[config.mk]
export PLATFORM = sky130hd
export DESIGN_NAME = row_receiver
export DESIGN_NICKNAME = d
export VERILOG_FILES = /design/src/rtl/dcnn_pkg.sv /design/src/rtl/row_deserializer.sv /design/src/rtl/row_receiver.sv
export SDC_FILE = /design/constraint.sdc
export NUM_CORES = 1
export LEC_CHECK = 0
export ABC_AREA = 1
export CORE_MARGIN = 3
export CORE_UTILIZATION = 54
export DETAILED_ROUTE_END_ITERATION = 8
export GPL_TIMING_DRIVEN = 0
export PLACE_DENSITY_LB_ADDON = 0.25
export SYNTH_ARGS = -nofsm -noshare
export SYNTH_HDL_FRONTEND = slang
export SYNTH_SLANG_ARGS = --single-unit
export TNS_END_PERCENT = 1
[constraint.sdc]
create_clock -name clk -period 2.25 [get_ports clk]
set_input_delay 0.45 -clock clk [delete_from_list [all_inputs] [get_ports clk]]
set_output_delay 0.45 -clock clk [all_outputs]
set_load 0.05 [all_outputs]
[src/rtl/dcnn_pkg.sv]
// Shared constants for the host row-transfer receiver.
// Provides default link/row geometry, the receiver FSM state encoding and a
// counter-width helper used by the row receiver and its deserializer.
package dcnn_pkg;

  localparam int unsigned DEF_DATA_W    = 16;
  localparam int unsigned DEF_ROW_W     = 480;
  localparam int unsigned DEF_NUM_ROWS  = 32;
  localparam int unsigned DEF_ADDR_W    = 5;
  localparam int unsigned WORDS_PER_ROW = DEF_ROW_W / DEF_DATA_W;

  localparam logic [1:0] ST_IDLE  = 2'd0;
  localparam logic [1:0] ST_RECV  = 2'd1;
  localparam logic [1:0] ST_WRITE = 2'd2;
  localparam logic [1:0] ST_DONE  = 2'd3;

  // Width of a counter that must reach n-1; never narrower than one bit.
  function automatic int unsigned cnt_width(input int unsigned n);
    return (n > 1) ? $clog2(n) : 1;
  endfunction

endpackage

[src/rtl/row_deserializer.sv]
// Assembles DATA_W link words into one ROW_W row, first word in the MSBs.
// Ports:
//   clk, rst          clock, synchronous active-low reset
//   i_shift_en        accept i_data this cycle
//   i_clear           restart word counting at word 0
//   i_data            link word
//   o_last_word_c     the word being offered now is the final word of the row
//   o_row_next_c      row as it looks with i_data appended as the final word
module row_deserializer
  import dcnn_pkg::*;
#(
  parameter int unsigned DATA_W = DEF_DATA_W,
  parameter int unsigned ROW_W  = DEF_ROW_W
) (
  input  logic              clk,
  input  logic              rst,
  input  logic              i_shift_en,
  input  logic              i_clear,
  input  logic [DATA_W-1:0] i_data,
  output logic              o_last_word_c,
  output logic [ROW_W-1:0]  o_row_next_c
);

  localparam int unsigned WORDS  = ROW_W / DATA_W;
  localparam int unsigned CNT_W  = cnt_width(WORDS);
  localparam int unsigned PART_W = ROW_W - DATA_W;

  // Only the first WORDS-1 words are stored; the final word is spliced in
  // combinationally so the row is complete on the edge that accepts it.
  logic [PART_W-1:0] r_part;
  logic [CNT_W-1:0]  r_word_cnt;

  assign o_last_word_c = (r_word_cnt == CNT_W'(WORDS - 1));
  assign o_row_next_c  = {r_part, i_data};

  // Shift register and word counter.
  always_ff @(posedge clk) begin
    if (!rst) begin
      r_part     <= '0;
      r_word_cnt <= '0;
    end else if (i_clear) begin
      r_word_cnt <= '0;
    end else if (i_shift_en) begin
      r_part     <= {r_part[PART_W-DATA_W-1:0], i_data};
      r_word_cnt <= o_last_word_c ? '0 : r_word_cnt + CNT_W'(1);
    end
  end

endmodule

[src/rtl/row_receiver.sv]
// Accelerator-side end of the host row-transfer link: collects link words into
// rows, writes each row to the row buffer and flags completion of an image.
// Ports:
//   clk, rst        clock, synchronous active-low reset
//   load_process    frame envelope; rising edge starts a frame, low aborts/ends it
//   send, in_data   word strobe and link word (ignored while stop=1)
//   stop            backpressure to the sender
//   row_we          one-cycle row-buffer write strobe with row_addr/row_data
//   done            full image stored; held until load_process falls
//   err_overflow    sticky: word offered after the image was complete
module row_receiver
  import dcnn_pkg::*;
#(
  parameter int unsigned DATA_W   = DEF_DATA_W,
  parameter int unsigned ROW_W    = DEF_ROW_W,
  parameter int unsigned NUM_ROWS = DEF_NUM_ROWS,
  parameter int unsigned ADDR_W   = DEF_ADDR_W
) (
  input  logic              clk,
  input  logic              rst,
  input  logic              load_process,
  input  logic              send,
  input  logic [DATA_W-1:0] in_data,
  output logic              stop,
  output logic              row_we,
  output logic [ADDR_W-1:0] row_addr,
  output logic [ROW_W-1:0]  row_data,
  output logic              done,
  output logic              err_overflow
);

  logic [1:0]        r_state;
  logic [1:0]        w_state_nxt;
  logic              r_lp_prev;
  logic [ADDR_W-1:0] r_row_cnt;
  logic [ADDR_W-1:0] w_row_cnt_nxt;
  logic              r_stop;
  logic              r_row_we;
  logic [ADDR_W-1:0] r_row_addr;
  logic [ROW_W-1:0]  r_row_data;
  logic              r_done;
  logic              r_err;
  logic              w_err_nxt;
  logic              w_shift_en;
  logic              w_clear;
  logic              w_capture;
  logic              w_last_word;
  logic [ROW_W-1:0]  w_row_next;
  logic              w_lp_rise;
  logic              w_accept;

  assign w_lp_rise = load_process & ~r_lp_prev;
  assign w_accept  = send & ~r_stop;

  assign stop         = r_stop;
  assign row_we       = r_row_we;
  assign row_addr     = r_row_addr;
  assign row_data     = r_row_data;
  assign done         = r_done;
  assign err_overflow = r_err;

  row_deserializer #(
    .DATA_W (DATA_W),
    .ROW_W  (ROW_W)
  ) u_deser (
    .clk           (clk),
    .rst           (rst),
    .i_shift_en    (w_shift_en),
    .i_clear       (w_clear),
    .i_data        (in_data),
    .o_last_word_c (w_last_word),
    .o_row_next_c  (w_row_next)
  );

  // Next-state and control decode.
  always_comb begin
    w_state_nxt   = r_state;
    w_row_cnt_nxt = r_row_cnt;
    w_err_nxt     = r_err;
    w_shift_en    = 1'b0;
    w_clear       = 1'b0;
    w_capture     = 1'b0;
    case (r_state)
      ST_IDLE: begin
        if (w_lp_rise) begin
          w_clear       = 1'b1;
          w_row_cnt_nxt = '0;
          w_err_nxt     = 1'b0;
          w_state_nxt   = ST_RECV;
        end
      end
      ST_RECV: begin
        // Abort wins over a word offered in the same cycle.
        if (!load_process) begin
          w_state_nxt = ST_IDLE;
        end else if (w_accept) begin
          w_shift_en = 1'b1;
          if (w_last_word) begin
            w_capture   = 1'b1;
            w_state_nxt = ST_WRITE;
          end
        end
      end
      ST_WRITE: begin
        // The write strobe is already out this cycle; an abort only stops what follows.
        if (!load_process) begin
          w_state_nxt = ST_IDLE;
        end else if (r_row_cnt == ADDR_W'(NUM_ROWS - 1)) begin
          w_state_nxt = ST_DONE;
        end else begin
          w_row_cnt_nxt = r_row_cnt + ADDR_W'(1);
          w_state_nxt   = ST_RECV;
        end
      end
      ST_DONE: begin
        if (send) begin
          w_err_nxt = 1'b1;
        end
        if (!load_process) begin
          w_state_nxt = ST_IDLE;
        end
      end
      default: w_state_nxt = ST_IDLE;
    endcase
  end

  // State register and registered outputs, decoded from the next state.
  always_ff @(posedge clk) begin
    if (!rst) begin
      r_state    <= ST_IDLE;
      r_lp_prev  <= 1'b0;
      r_row_cnt  <= '0;
      r_stop     <= 1'b1;
      r_row_we   <= 1'b0;
      r_row_addr <= '0;
      r_row_data <= '0;
      r_done     <= 1'b0;
      r_err      <= 1'b0;
    end else begin
      r_state   <= w_state_nxt;
      r_lp_prev <= load_process;
      r_row_cnt <= w_row_cnt_nxt;
      r_err     <= w_err_nxt;
      r_stop    <= (w_state_nxt != ST_RECV);
      r_row_we  <= (w_state_nxt == ST_WRITE);
      r_done    <= (w_state_nxt == ST_DONE);
      if (w_capture) begin
        r_row_addr <= r_row_cnt;
        r_row_data <= w_row_next;
      end
    end
  end

endmodule

==> metrics.yaml <==
run_status:
  status: "complete, no violations"
placement:
  dp_hpwl_um: 79200
  io_buffers: 508
  place.gp.congestion: 0.962
  dp_worst_setup_slack_ns: -0.937
  place_area_um2: 40400
logic_synthesis:
  synth-async-reset-ratio: 0
  synth_edf_count: 0
  synth_cell_types: 19
  ys_seq_area_frac: 0.565
  synthFlopType: "dfxtp_1"
  syn_area_um2: 34200
  ys_warn_count: 0
  synth_common_cells: "1497 x nand2_1, 966 x dfxtp_1, 900 x a21oi_1"
  netlist_top_cells_area: "dfxtp_1 57%, nand2_1 16%, a21oi_1 13%"
  syn-num-nets: 4413
  synth_top_area_frac: 0.565
  postSynthCellCount: 4389
  avgSynthCellArea_um2: 7.80
  ys_ff_latch: 966
  synth_top_area_cell: "dfxtp_1"
  yosysMostFrequentCell: "nand2_1"
detailed_routing:
  wl_per_cell_um: 18.4
  wl_met3_um: 10200
  drtPass1Iterations: 6
  antenna_left: 0
  drt_wl_total_um: 109000
  via_count: 32200
  wl_met2_um: 50200
  viasPerCell: 5.46
  met1_length_um: 44700
  drc: 0
  dr.max_layer_used: "met5"
  drt_iter0_drc: 2850
cells_and_area:
  area_growth_pct: 26.1
  drive_above_1_share: 0.0728
  final_cell_area_um2: 43100
  multi_input_area_um2: 13000
  regArea_um2: 19300
  fill_cells: 5275
  final_util: 0.694
  fin_nets: 5018
worst_setup_path:
  worstPathMaxFanout: 10
  crit_path_start_kind: "flop"
  reg2reg_depth: 11
  slowest_delay_ns: 0.35
  cp_top_family: "buffers and inverters"
  crit_type: "flop to flop"
  critPathRequiredTime_ns: 2.80
  path_cells: "inv_1 > ha_1 > nand3_1 > nor2_4 > buf_12 > nand2_1 > buf_4 > buf_4 > buf_2 > nand2_1 > a21oi_1"
  cpMaxStageDelayCell: "dfxtp_1"
  cp.depth: 11
  critPathArrivalTime_ns: 2.78
  crit_path_end_kind: "flop"
  path_buf_inv: 5
clock_network:
  tritoncts: "done"
  cts.htree.levels: 3
  cts_buffers: 93
  path_clk_slew_ns: 0.06
  cts.path.max_buffers: 3
  clockRootBuffer: "clkbuf_16"
  clk_latency_ns: 0.64
  cts.sink_count: 966
  postCtsHoldBufs: 0
timing:
  fin_crit_sh: 0.993
  hold_violations: 0
  slew_violations: 0
  setup_violations: 0
  max_freq_ghz: 0.448
  period_minus_slack_ns: 2.23
  grt_setup_unrepaired: "true"
  slew-limit-headroom: 0.472
  tightest_slew_ns: 0.792
  setup_tns_ns: 0
  skew_ns: 0.0208
  setup_ws_ns: 0.0166
power:
  ir_drop_mv: 0.580
  power_density_nw_per_um2: 777
  p_leak_nw: 17.8
  finalPower_w: 0.0335
floorplanning:
  core_um2: 62200
  die_w_um: 258
  dieHeight_um: 258
  start_util: 0.550
  die_area_um2: 66400
  row_count: 91
  ios: 509
hold_path:
  holdPathStages: 3
  hp-class: "input pin to flop"
global_routing:
  grt_pass1_wl_um: 167000
  grt_pass1_vias: 30500
  grt_max_degree: 19
  grt-ovfl-total: 0
  grt.total_usage: 0.313
  grt_antenna_before_repair: 3
run:
  maxCapViolCount: 0
[kinds of logic (layout without fill, tap and decap cells)]
family                     Yosys count  in the layout  share of synthesized area
AOI/OAI and AO/OA                  906            906                      0.133
adders and majority gates            4              4                    0.00146
buffers and inverters              439           1117                     0.0554
DFF                                966            966                      0.565
other                                0              1                          0
and+or+nand+nor                   2074           2074                      0.246
[layout make-up]
| type | count | area share |
|---|---|---|
| clock inverter | 39 | 0.00966 |
| clock buffer | 129 | 0.0620 |
| timing repair buffer | 511 | 0.110 |
| tap | 837 | 0.0243 |
| buffer | 365 | 0.0382 |
| inverter | 73 | 0.00635 |
| antenna | 1 | 0.0000580 |
| multi-input combinational | 2984 | 0.301 |
| sequential | 966 | 0.448 |
[registers in the layout, indices dropped and copies added, names as in the netlist]
signal and flops:
r_lp_prev 1, row_we 1, r_row_cnt 5, row_data 480
row_addr 5, err_overflow 1, stop 1, done 1
r_state 2, u_deser.r_part 464, u_deser.r_word_cnt 5
[routing by layer]
| metal | track usage | vias up |
|---|---|---|
| met5 | 0 | - |
| met4 | 0.114 | 6 |
| met3 | 0.0799 | 256 |
| met2 | 0.514 | 1384 |
| met1 | 0.399 | 15000 |
| li1 | - | 15600 |
[worst register-to-register path, stage by stage, from the launching register on]
cell,delay (ns)
dfxtp_1,0.35
inv_1,0.07
ha_1,0.20
nand3_1,0.13
nor2_4,0.06
buf_12,0.12
nand2_1,0.15
buf_4,0.30
buf_4,0.27
buf_2,0.24
nand2_1,0.10
a21oi_1,0.16
[power breakdown]
group          leakage (nW)  switching (W)  internal [W]  total [W]
Clock                  1.53        0.00666       0.00922     0.0159
Sequential             7.78      0.0000109        0.0171     0.0171
Combinational          8.45       0.000432      0.000105   0.000537
Total                  17.8        0.00711        0.0264     0.0335
[layout by cell type (no fill, tap or decap), types with 4 or more instances in the layout]
cell type        count
a21oi_1            900
ha_1                 4
nand3_1            444
clkdlybuf4s50_1     51
clkinvlp_4           4
buf_2              189
nor3_1              35
clkbuf_1           164
clkbuf_8            17
buf_4                6
inv_1               71
nor2_1              93
dlygate4sd2_1      403
dfxtp_1            966
nand2_1           1497
bufinv_16            8
dlymetal6s2s_1      54
o21ai_0              5
buf_1                7
clkinv_2            24
clkbuf_2            17
clkbuf_16           95
[final timing paths]
| check | start | slack [ns] | to |
|---|---|---|---|
| worst min register to register | row_data[46] | 0.45 | row_data[46] |
| worst max register to register | u_deser.r_word_cnt[1] | 0.02 | row_data[401] |
| worst min-delay path | in_data[14] | 0.43 | u_deser.r_part[14] |
| worst max-delay path | u_deser.r_word_cnt[1] | 0.02 | row_data[401] |
[timing repair]
action                     4_1_cts  5_1_grt
resized for setup              413       78
setup endpoints to repair      868      441
pin swaps                        1        0
buffers inserted                 3        0
[stage by stage]
step	hold slack, ns	instances
floorplan	0.440	4389
global placement	0.448	5734
detailed placement	0.451	5734
CTS	0.397	5904
global route	0.447	5904
finish	0.429	5905
Note: power is estimated with default switching activity, not from simulation.
